## config.mk

```make
export PLATFORM = sky130hd
export DESIGN_NAME = zcu102_base
export DESIGN_NICKNAME = d
export VERILOG_FILES = /design/src/rtl/zcu102_base_pkg.sv /design/src/rtl/zcu102_base_uart.sv /design/src/rtl/zcu102_base.sv
export SDC_FILE = /design/constraint.sdc
export NUM_CORES = 1
export LEC_CHECK = 0
export ABC_AREA = 1
export CORE_AREA = 2 2 163 133
export DETAILED_ROUTE_END_ITERATION = 7
export DIE_AREA = 0 0 165 135
export PLACE_DENSITY_LB_ADDON = 0.15
export SYNTH_ARGS = -nofsm -noshare
export SYNTH_HDL_FRONTEND = slang
export SYNTH_HIERARCHICAL = 1
export SYNTH_SLANG_ARGS = --single-unit
```

## constraint.sdc

```tcl
create_clock -name ACLK -period 3.05 [get_ports ACLK]
set_input_delay 0.61 -clock ACLK [delete_from_list [all_inputs] [get_ports ACLK]]
set_output_delay 0.61 -clock ACLK [all_outputs]
set_load 0.02 [all_outputs]
```

## src/rtl/zcu102_base_pkg.sv

```systemverilog
// Shared definitions for the ZCU102 base peripheral block.
//  - register byte offsets (word aligned, addr[1:0] ignored by the decoder)
//  - bit positions inside IRQ_STAT / IRQ_EN
//  - AXI response code and the FSM state encodings
//  - apply_strb(): byte-lane merge of a write into an existing register value
package zcu102_base_pkg;

    localparam logic [7:0] ADDR_LED       = 8'h00;
    localparam logic [7:0] ADDR_SWITCH    = 8'h04;
    localparam logic [7:0] ADDR_BUTTON    = 8'h08;
    localparam logic [7:0] ADDR_IRQ_STAT  = 8'h0C;
    localparam logic [7:0] ADDR_IRQ_EN    = 8'h10;
    localparam logic [7:0] ADDR_UART_TX   = 8'h14;
    localparam logic [7:0] ADDR_UART_RX   = 8'h18;
    localparam logic [7:0] ADDR_UART_STAT = 8'h1C;
    localparam logic [7:0] ADDR_CTRL      = 8'h20;
    localparam logic [7:0] ADDR_SCRATCH   = 8'hFC;

    // IRQ_STAT / IRQ_EN layout: [4:0] button rising edges, then these
    localparam int IRQ_SW = 8;
    localparam int IRQ_RX = 9;
    localparam int IRQ_TX = 10;
    localparam int IRQ_W  = 11;

    localparam logic [1:0] RESP_OKAY = 2'b00;

    typedef enum logic       {WR_COLLECT, WR_RESP} wr_state_e;
    typedef enum logic [1:0] {TX_IDLE, TX_START, TX_DATA, TX_STOP} tx_state_e;
    typedef enum logic [1:0] {RX_IDLE, RX_START, RX_DATA, RX_STOP} rx_state_e;

    // Bytes whose strobe is set take the new value, the rest keep the old one.
    function automatic logic [31:0] apply_strb(input logic [31:0] old_v,
                                               input logic [31:0] new_v,
                                               input logic [3:0]  strb);
        logic [31:0] r;
        for (int i = 0; i < 4; i++) begin
            r[i*8 +: 8] = strb[i] ? new_v[i*8 +: 8] : old_v[i*8 +: 8];
        end
        return r;
    endfunction

endpackage

```

## src/rtl/zcu102_base_uart.sv

```systemverilog
// 8N1 UART transmitter + receiver, LSB first, one bit every P_BAUD_DIV clocks.
// Ports:
//  ACLK, ARESET          clock, synchronous active-high reset
//  tx_start, tx_data     request a frame; ignored while a frame is in flight
//  txd, tx_busy, tx_done serial out (idle high), busy flag, 1-cycle pulse at end of stop bit
//  rxd                   serial in, already synchronised by the caller
//  rx_clear              consumer has read rx_data; clears rx_valid and rx_overrun
//  rx_data, rx_valid     last good byte and its flag
//  rx_overrun            a byte arrived while rx_valid was still set
//  rx_byte               1-cycle pulse per accepted byte
module zcu102_base_uart
    import zcu102_base_pkg::*;
#(
    parameter int P_BAUD_DIV = 868
)
(
    input  logic       ACLK,
    input  logic       ARESET,
    input  logic       tx_start,
    input  logic [7:0] tx_data,
    output logic       txd,
    output logic       tx_busy,
    output logic       tx_done,
    input  logic       rxd,
    input  logic       rx_clear,
    output logic [7:0] rx_data,
    output logic       rx_valid,
    output logic       rx_overrun,
    output logic       rx_byte
);
    localparam int CW = (P_BAUD_DIV > 4) ? $clog2(P_BAUD_DIV) : 2;
    localparam logic [CW-1:0] BIT_LAST  = CW'(P_BAUD_DIV - 1);
    localparam logic [CW-1:0] HALF_LAST = CW'(P_BAUD_DIV / 2 - 1);

    // ---------------- transmitter ----------------
    tx_state_e     tx_state_reg, tx_state_next;
    logic [CW-1:0] tx_cnt_reg;
    logic [2:0]    tx_bit_reg;
    logic [7:0]    tx_shift_reg;
    logic          tx_done_reg;
    logic          tx_bit_end;

    assign tx_bit_end = (tx_cnt_reg == BIT_LAST);

    always_comb begin
        tx_state_next = tx_state_reg;
        case (tx_state_reg)
            TX_IDLE:  if (tx_start) tx_state_next = TX_START;
            TX_START: if (tx_bit_end) tx_state_next = TX_DATA;
            TX_DATA:  if (tx_bit_end && tx_bit_reg == 3'd7) tx_state_next = TX_STOP;
            TX_STOP:  if (tx_bit_end) tx_state_next = TX_IDLE;
            default:  tx_state_next = TX_IDLE;
        endcase
    end

    always_ff @(posedge ACLK) begin
        if (ARESET) begin
            tx_state_reg <= TX_IDLE;
            tx_cnt_reg   <= '0;
            tx_bit_reg   <= '0;
            tx_shift_reg <= '0;
            tx_done_reg  <= 1'b0;
        end else begin
            tx_state_reg <= tx_state_next;
            tx_done_reg  <= (tx_state_reg == TX_STOP) && tx_bit_end;
            if (tx_state_reg == TX_IDLE) begin
                tx_cnt_reg <= '0;
                tx_bit_reg <= '0;
                if (tx_start) tx_shift_reg <= tx_data;
            end else begin
                tx_cnt_reg <= tx_bit_end ? '0 : tx_cnt_reg + CW'(1);
                if (tx_state_reg == TX_DATA && tx_bit_end) begin
                    tx_shift_reg <= {1'b0, tx_shift_reg[7:1]};
                    tx_bit_reg   <= tx_bit_reg + 3'd1;
                end
            end
        end
    end

    assign txd     = (tx_state_reg == TX_START) ? 1'b0 :
                     (tx_state_reg == TX_DATA)  ? tx_shift_reg[0] : 1'b1;
    assign tx_busy = (tx_state_reg != TX_IDLE);
    assign tx_done = tx_done_reg;

    // ---------------- receiver ----------------
    // START waits half a bit so every later sample lands mid-bit; a line that
    // returns high before then is treated as a glitch.
    rx_state_e     rx_state_reg, rx_state_next;
    logic [CW-1:0] rx_cnt_reg;
    logic [2:0]    rx_bit_reg;
    logic [7:0]    rx_shift_reg;
    logic [7:0]    rx_data_reg;
    logic          rx_valid_reg, rx_overrun_reg, rx_byte_reg;
    logic          rx_bit_end, rx_got;

    assign rx_bit_end = (rx_cnt_reg == BIT_LAST);

    always_comb begin
        rx_state_next = rx_state_reg;
        rx_got        = 1'b0;
        case (rx_state_reg)
            RX_IDLE:  if (!rxd) rx_state_next = RX_START;
            RX_START: begin
                if (rxd) rx_state_next = RX_IDLE;
                else if (rx_cnt_reg == HALF_LAST) rx_state_next = RX_DATA;
            end
            RX_DATA:  if (rx_bit_end && rx_bit_reg == 3'd7) rx_state_next = RX_STOP;
            RX_STOP:  if (rx_bit_end) begin
                rx_state_next = RX_IDLE;
                rx_got        = rxd;      // low stop bit: framing error, drop byte
            end
            default:  rx_state_next = RX_IDLE;
        endcase
    end

    always_ff @(posedge ACLK) begin
        if (ARESET) begin
            rx_state_reg   <= RX_IDLE;
            rx_cnt_reg     <= '0;
            rx_bit_reg     <= '0;
            rx_shift_reg   <= '0;
            rx_data_reg    <= '0;
            rx_valid_reg   <= 1'b0;
            rx_overrun_reg <= 1'b0;
            rx_byte_reg    <= 1'b0;
        end else begin
            rx_state_reg <= rx_state_next;
            rx_byte_reg  <= rx_got;
            if (rx_state_reg == RX_IDLE || rx_state_next != rx_state_reg || rx_bit_end)
                rx_cnt_reg <= '0;
            else
                rx_cnt_reg <= rx_cnt_reg + CW'(1);
            if (rx_state_reg == RX_START) begin
                rx_bit_reg <= '0;
            end else if (rx_state_reg == RX_DATA && rx_bit_end) begin
                rx_shift_reg <= {rxd, rx_shift_reg[7:1]};
                rx_bit_reg   <= rx_bit_reg + 3'd1;
            end
            // A fresh byte always overwrites; overrun only if the old one was unread.
            if (rx_got) begin
                rx_data_reg    <= rx_shift_reg;
                rx_valid_reg   <= 1'b1;
                rx_overrun_reg <= (rx_valid_reg || rx_overrun_reg) && !rx_clear;
            end else if (rx_clear) begin
                rx_valid_reg   <= 1'b0;
                rx_overrun_reg <= 1'b0;
            end
        end
    end

    assign rx_data    = rx_data_reg;
    assign rx_valid   = rx_valid_reg;
    assign rx_overrun = rx_overrun_reg;
    assign rx_byte    = rx_byte_reg;

endmodule

```

## src/rtl/zcu102_base.sv

```systemverilog
// AXI4-Lite slave for the ZCU102 base platform: LEDs, switches, buttons, UART,
// aux fabric reset and one level interrupt to the PS.
// Ports:
//  ACLK, ARESET           clock, synchronous active-high reset
//  s_aw*/s_w*/s_b*        AXI4-Lite write address/data/response channels
//  s_ar*/s_r*             AXI4-Lite read address/data channels
//  irq                    registered |(IRQ_STAT & IRQ_EN)
//  leds, switches, buttons board I/O (inputs are asynchronous)
//  uart_rxd, uart_txd     serial lines, idle high
//  aux_resetn             active-low fabric reset (ARESET or CTRL[0])
module zcu102_base
    import zcu102_base_pkg::*;
#(
    parameter int P_ADDR_WIDTH = 8,
    parameter int P_DATA_WIDTH = 32,
    parameter int P_NUM_LED    = 8,
    parameter int P_NUM_SWITCH = 8,
    parameter int P_NUM_BUTTON = 5,
    parameter int P_BAUD_DIV   = 868
)
(
    input  logic                      ACLK,
    input  logic                      ARESET,
    input  logic                      s_awvalid,
    output logic                      s_awready,
    input  logic [P_ADDR_WIDTH-1:0]   s_awaddr,
    input  logic [2:0]                s_awprot,
    input  logic                      s_wvalid,
    output logic                      s_wready,
    input  logic [P_DATA_WIDTH-1:0]   s_wdata,
    input  logic [P_DATA_WIDTH/8-1:0] s_wstrb,
    output logic                      s_bvalid,
    input  logic                      s_bready,
    output logic [1:0]                s_bresp,
    input  logic                      s_arvalid,
    output logic                      s_arready,
    input  logic [P_ADDR_WIDTH-1:0]   s_araddr,
    input  logic [2:0]                s_arprot,
    output logic                      s_rvalid,
    input  logic                      s_rready,
    output logic [P_DATA_WIDTH-1:0]   s_rdata,
    output logic [1:0]                s_rresp,
    output logic                      irq,
    output logic [P_NUM_LED-1:0]      leds,
    input  logic [P_NUM_SWITCH-1:0]   switches,
    input  logic [P_NUM_BUTTON-1:0]   buttons,
    input  logic                      uart_rxd,
    output logic                      uart_txd,
    output logic                      aux_resetn
);
    // ---------------- input synchronisers + edge history ----------------
    logic [P_NUM_SWITCH-1:0] sw_meta_reg, sw_sync_reg, sw_prev_reg;
    logic [P_NUM_BUTTON-1:0] btn_meta_reg, btn_sync_reg, btn_prev_reg;
    logic                    rxd_meta_reg, rxd_sync_reg;

    always_ff @(posedge ACLK) begin
        if (ARESET) begin
            sw_meta_reg  <= '0;  sw_sync_reg  <= '0;  sw_prev_reg  <= '0;
            btn_meta_reg <= '0;  btn_sync_reg <= '0;  btn_prev_reg <= '0;
            rxd_meta_reg <= 1'b1; rxd_sync_reg <= 1'b1;   // line idles high
        end else begin
            sw_meta_reg  <= switches;     sw_sync_reg  <= sw_meta_reg;  sw_prev_reg  <= sw_sync_reg;
            btn_meta_reg <= buttons;      btn_sync_reg <= btn_meta_reg; btn_prev_reg <= btn_sync_reg;
            rxd_meta_reg <= uart_rxd;     rxd_sync_reg <= rxd_meta_reg;
        end
    end

    // ---------------- write channel ----------------
    // Address and data are parked independently; the write is applied once
    // both are parked, and the holders are released on the B handshake.
    wr_state_e   wr_state_reg, wr_state_next;
    logic        aw_held_reg, w_held_reg;
    logic [7:0]  aw_addr_reg;
    logic [31:0] w_data_reg;
    logic [3:0]  w_strb_reg;
    logic        wr_apply, wr_done;
    logic [7:0]  waddr;
    logic [31:0] wr_bytes;

    always_comb begin
        wr_state_next = wr_state_reg;
        wr_apply      = 1'b0;
        wr_done       = 1'b0;
        case (wr_state_reg)
            WR_COLLECT: if (aw_held_reg && w_held_reg) begin
                wr_apply      = 1'b1;
                wr_state_next = WR_RESP;
            end
            WR_RESP: if (s_bready) begin
                wr_done       = 1'b1;
                wr_state_next = WR_COLLECT;
            end
            default: wr_state_next = WR_COLLECT;
        endcase
    end

    always_ff @(posedge ACLK) begin
        if (ARESET) begin
            wr_state_reg <= WR_COLLECT;
            aw_held_reg  <= 1'b0;
            w_held_reg   <= 1'b0;
            aw_addr_reg  <= '0;
            w_data_reg   <= '0;
            w_strb_reg   <= '0;
        end else begin
            wr_state_reg <= wr_state_next;
            if (wr_done) begin
                aw_held_reg <= 1'b0;
                w_held_reg  <= 1'b0;
            end else begin
                if (s_awvalid && !aw_held_reg) begin
                    aw_held_reg <= 1'b1;
                    aw_addr_reg <= 8'(s_awaddr);
                end
                if (s_wvalid && !w_held_reg) begin
                    w_held_reg <= 1'b1;
                    w_data_reg <= 32'(s_wdata);
                    w_strb_reg <= 4'(s_wstrb);
                end
            end
        end
    end

    assign s_awready = ~aw_held_reg;
    assign s_wready  = ~w_held_reg;
    assign s_bvalid  = (wr_state_reg == WR_RESP);
    assign s_bresp   = RESP_OKAY;
    assign waddr     = aw_addr_reg & 8'hFC;
    assign wr_bytes  = apply_strb(32'd0, w_data_reg, w_strb_reg);   // strobed bytes only

    // ---------------- registers ----------------
    logic [P_NUM_LED-1:0] led_reg;
    logic [IRQ_W-1:0]     irq_stat_reg, irq_stat_next, irq_en_reg, irq_event, irq_clr;
    logic                 ctrl_reg, irq_reg;
    logic [31:0]          scratch_reg;
    logic                 tx_start, tx_busy, tx_done, rx_valid, rx_overrun, rx_byte, rx_clear;
    logic [7:0]           rx_data;

    always_ff @(posedge ACLK) begin
        if (ARESET) begin
            led_reg     <= '0;
            irq_en_reg  <= '0;
            ctrl_reg    <= 1'b0;
            scratch_reg <= '0;
        end else if (wr_apply) begin
            case (waddr)
                ADDR_LED:     led_reg     <= P_NUM_LED'(apply_strb(32'(led_reg), w_data_reg, w_strb_reg));
                ADDR_IRQ_EN:  irq_en_reg  <= IRQ_W'(apply_strb(32'(irq_en_reg), w_data_reg, w_strb_reg));
                ADDR_CTRL:    ctrl_reg    <= w_strb_reg[0] ? w_data_reg[0] : ctrl_reg;
                ADDR_SCRATCH: scratch_reg <= apply_strb(scratch_reg, w_data_reg, w_strb_reg);
                default:      ;
            endcase
        end
    end

    assign tx_start = wr_apply && (waddr == ADDR_UART_TX) && w_strb_reg[0];

    // ---------------- interrupt status (W1C, set wins) ----------------
    always_comb begin
        irq_event = '0;
        irq_event[P_NUM_BUTTON-1:0] = btn_sync_reg & ~btn_prev_reg;
        irq_event[IRQ_SW] = |(sw_sync_reg ^ sw_prev_reg);
        irq_event[IRQ_RX] = rx_byte;
        irq_event[IRQ_TX] = tx_done;
    end

    assign irq_clr = (wr_apply && waddr == ADDR_IRQ_STAT) ? wr_bytes[IRQ_W-1:0] : '0;

    for (genvar gi = 0; gi < IRQ_W; gi++) begin : g_irq_stat
        assign irq_stat_next[gi] = irq_event[gi] | (irq_stat_reg[gi] & ~irq_clr[gi]);
    end

    always_ff @(posedge ACLK) begin
        if (ARESET) begin
            irq_stat_reg <= '0;
            irq_reg      <= 1'b0;
        end else begin
            irq_stat_reg <= irq_stat_next;
            irq_reg      <= |(irq_stat_reg & irq_en_reg);
        end
    end

    // ---------------- read channel ----------------
    logic        rvalid_reg, ar_fire;
    logic [31:0] rdata_reg, rd_mux;
    logic [7:0]  raddr;

    assign raddr    = 8'(s_araddr) & 8'hFC;
    assign ar_fire  = s_arvalid && !rvalid_reg;
    assign rx_clear = ar_fire && (raddr == ADDR_UART_RX);

    always_comb begin
        rd_mux = '0;
        case (raddr)
            ADDR_LED:       rd_mux = 32'(led_reg);
            ADDR_SWITCH:    rd_mux = 32'(sw_sync_reg);
            ADDR_BUTTON:    rd_mux = 32'(btn_sync_reg);
            ADDR_IRQ_STAT:  rd_mux = 32'(irq_stat_reg);
            ADDR_IRQ_EN:    rd_mux = 32'(irq_en_reg);
            ADDR_UART_RX:   rd_mux = {24'd0, rx_data};
            ADDR_UART_STAT: rd_mux = {29'd0, rx_overrun, rx_valid, tx_busy};
            ADDR_CTRL:      rd_mux = {31'd0, ctrl_reg};
            ADDR_SCRATCH:   rd_mux = scratch_reg;
            default:        rd_mux = '0;
        endcase
    end

    always_ff @(posedge ACLK) begin
        if (ARESET) begin
            rvalid_reg <= 1'b0;
            rdata_reg  <= '0;
        end else if (ar_fire) begin
            rvalid_reg <= 1'b1;
            rdata_reg  <= rd_mux;
        end else if (s_rready) begin
            rvalid_reg <= 1'b0;
        end
    end

    assign s_arready = ~rvalid_reg;
    assign s_rvalid  = rvalid_reg;
    assign s_rdata   = P_DATA_WIDTH'(rdata_reg);
    assign s_rresp   = RESP_OKAY;

    // ---------------- UART + outputs ----------------
    zcu102_base_uart #(.P_BAUD_DIV(P_BAUD_DIV)) u_uart (
        .ACLK       (ACLK),
        .ARESET     (ARESET),
        .tx_start   (tx_start),
        .tx_data    (w_data_reg[7:0]),
        .txd        (uart_txd),
        .tx_busy    (tx_busy),
        .tx_done    (tx_done),
        .rxd        (rxd_sync_reg),
        .rx_clear   (rx_clear),
        .rx_data    (rx_data),
        .rx_valid   (rx_valid),
        .rx_overrun (rx_overrun),
        .rx_byte    (rx_byte)
    );

    assign irq        = irq_reg;
    assign leds       = led_reg;
    assign aux_resetn = ~(ARESET | ctrl_reg);

    // Protection bits and the byte-offset address bits carry no meaning here.
    logic unused_bits;
    assign unused_bits = ^{s_awprot, s_arprot, aw_addr_reg[1:0], raddr[1:0]};

endmodule

```

==> metrics.txt <==
Area contributors post-synth dfxtp_1, nor2_1, nand2_1, o21ai_0, inv_1; number of remaining DRC errors 0; gr usage total 21.12%; hold path depth 2; Synth top area share 49.37%; crit path launch type flop; r2r startpoint w_strb_reg[0]; post-CTS setup buffers 0; CTS tree done; Post-Route WL 23360 µm; number of synthesized flops with an enable pin 0; Peak Freq 0.3823 GHz; outcome finished, final reports clean; ant diodes 0; I/O pins 131; root buf cell clkbuf_16; post-cts resize count 0; Layout area overhead 23.52%; # H-tree levels 1; Slew Viols, Final 0; CTS Sinks 241; setup TNS 0 ps; Worst-Skew Late Latency 510 ps; syn_area_per_cell 7.523 µm²; most common cell after layout, fill and taps aside dfxtp_1; CTS Hold Bufs 0; RSZ-0062 raised after global routing no; Leak 4.934 nW; Cells after Synth 1299; FF/Latch Area 4825 µm²; input/output buffers 116; final setup margin 434.4 ps; vias in the first global route 7607; Reg clk slew, reported paths 60 ps; Power Density 596.8 nW/µm²; initial antenna violation count 0; synthesized cell area 9772 µm²; Seq cells post-synth 241; Synth Flop Type dfxtp_1; DR WL/cell 13.77 µm; CP max stage delay 620 ps; Max Clock Skew 6.246 ps; detailed-router iteration count before antenna repair 5; proportion of layout cells with a drive suffix above 1 7.849%; gp weighted congestion 0.8584; worst hold start sw_meta_reg[1]; CP max-delay cell clkdlybuf4s50_1; worst r2r dst u_uart/tx_shift_reg[2]; most frequent cells in the layout dfxtp_1, nor2_1, nand2_1; share of synthesized flip-flops with an asynchronous set or reset 0%; clock tree buffer depth 3; Yosys warnings 6; VDD IR max 0.0004489 V; Die W 165 µm; R2R setup slack 940 ps; Die H 135 µm; post-synth top area cell dfxtp_1; final setup vio count 0; ordered cell list for the critical path inv_1 -> ha_1 -> a21oi_1 -> clkdlybuf4s50_1; Final nets 1499; core region area 20520 µm²; global-route wire length before repair 38100 µm; Slew HR 65.94%; r2r worst-path depth 10; via count 8385; crit path max fanout 4; worst min-delay path class flop to flop; Worst EP arrival 2010 ps; largest net degree at the start of global routing 49; cts bufs inserted 24; final cycle utilization of the critical path 85.76%; # fillers 1916; endpoints failing hold 0; worst hold endpoint sw_sync_reg[1]; die area 22280 µm²; Netlist cell types 46; post-layout util 58.81%; multi-input logic area 4178 µm²; Initial Util 47.61%; row count 47; hpwl dp 16550 µm; Crit path required time 2440 ps; post-layout total power 0.007203 W; WS Path Type flop to output port; fin crit period 2616 ps; max_cap viols 0; CP endpoint kind output port; sequential area share after synthesis 49.37%; slew of the pin with the lowest slew margin 507.0 ps; worst slack, placed 518.8 ps; post-route ant nets 0; routed vias/inst 4.944; remaining global-route overflow 0; DRT iter0 DRCs 579
==> logic make-up after synthesis <==
kind of cell / Yosys count / synth area share (%)
and+or+nand+nor: 583 / 26.39
AOI/OAI and AO/OA: 249 / 13.41
DFF: 241 / 49.37
buffers and inverters: 199 / 8.041
xor gates and xnor gates: 15 / 1.344
adders and majority gates: 11 / 1.408
other: 1 / 0.03838
==> routing by layer <==
layer	vias to the layer above	routed length, µm	track usage (%)
li1	4355	-	-
met1	3804	11990	32.49
met2	202	9760	31.90
met3	24	1268	2.672
met4	0	337	3.768
met5	-	0	0
==> power by group <==
group	total (W)	switching (W)	leakage, nW	internal, W
clock	0.00331	0.00125	0.431	0.00206
sequential	0.00332	0.0000801	1.96	0.00324
combinational	0.000573	0.000351	2.54	0.000221
total	0.00720	0.00168	4.93	0.00552
==> final cells by class <==
cell class | instances | area share (%)
timing repair buffer | 129 | 10.51
sequential | 241 | 39.97
inverter | 151 | 4.696
clock inverter | 14 | 1.918
clock buffer | 30 | 5.504
multi-input combinational | 862 | 34.61
tap | 269 | 2.788
==> cells in the mapped netlist, types with 2 or more instances <==
cell / number
dfxtp_1: 241
nor2_1: 229
nand2_1: 222
inv_1: 141
o21ai_0: 128
a21oi_1: 98
nand3_1: 56
clkbuf_1: 33
nor2_2: 15
nand4_1: 14
nor3_1: 12
ha_1: 11
nor2_4: 8
xnor2_1: 8
buf_4: 7
xor2_1: 7
inv_2: 6
or2_2: 6
nand2_2: 5
o22ai_1: 5
buf_2: 4
clkinv_1: 4
a22oi_1: 3
buf_1: 3
o21a_1: 3
a221oi_1: 2
nand3_2: 2
nand3_4: 2
nand3b_4: 2
nor3_2: 2
nor3_4: 2
nor3b_1: 2
o211ai_1: 2
o21ai_1: 2
==> worst max path at each step <==
| stage | end | depth (start not counted) | slack, ps | start |
|---|---|---|---|---|
| after floorplan | aux_resetn | 3 | 1150 | ARESET |
| after global placement | s_rdata[8] | 10 | 540 | s_araddr[4] |
| after detailed placement | s_rdata[8] | 10 | 520 | s_araddr[4] |
| after CTS | uart_txd | 4 | 400 | u_uart/tx_state_reg[0] |
| after global routing | uart_txd | 4 | 310 | u_uart/tx_state_reg[0] |
| final | uart_txd | 4 | 430 | u_uart/tx_state_reg[0] |
==> critical path: cells and delay by family, from the launching register on <==
kind                     cells  cell delay, ps
AO/OA/AOI/OAI                1             170
adder cells (fa/ha/maj)      1             240
buffers and inverters        2             710
flip-flops                   1             380
==> through the flow <==
| stage | hold slack [ps] | instances | area, µm² |
|---|---|---|---|
| floorplan | 388.3 | 1302 | 9783 |
| global placement | 390.7 | 1652 | 11170 |
| detailed placement | 392.1 | 1652 | 11170 |
| CTS | 401.3 | 1696 | 12070 |
| global route | 409.6 | 1696 | 12070 |
| finish | 400.7 | 1696 | 12070 |
No activity file was read; power rests on OpenSTA's default activity.
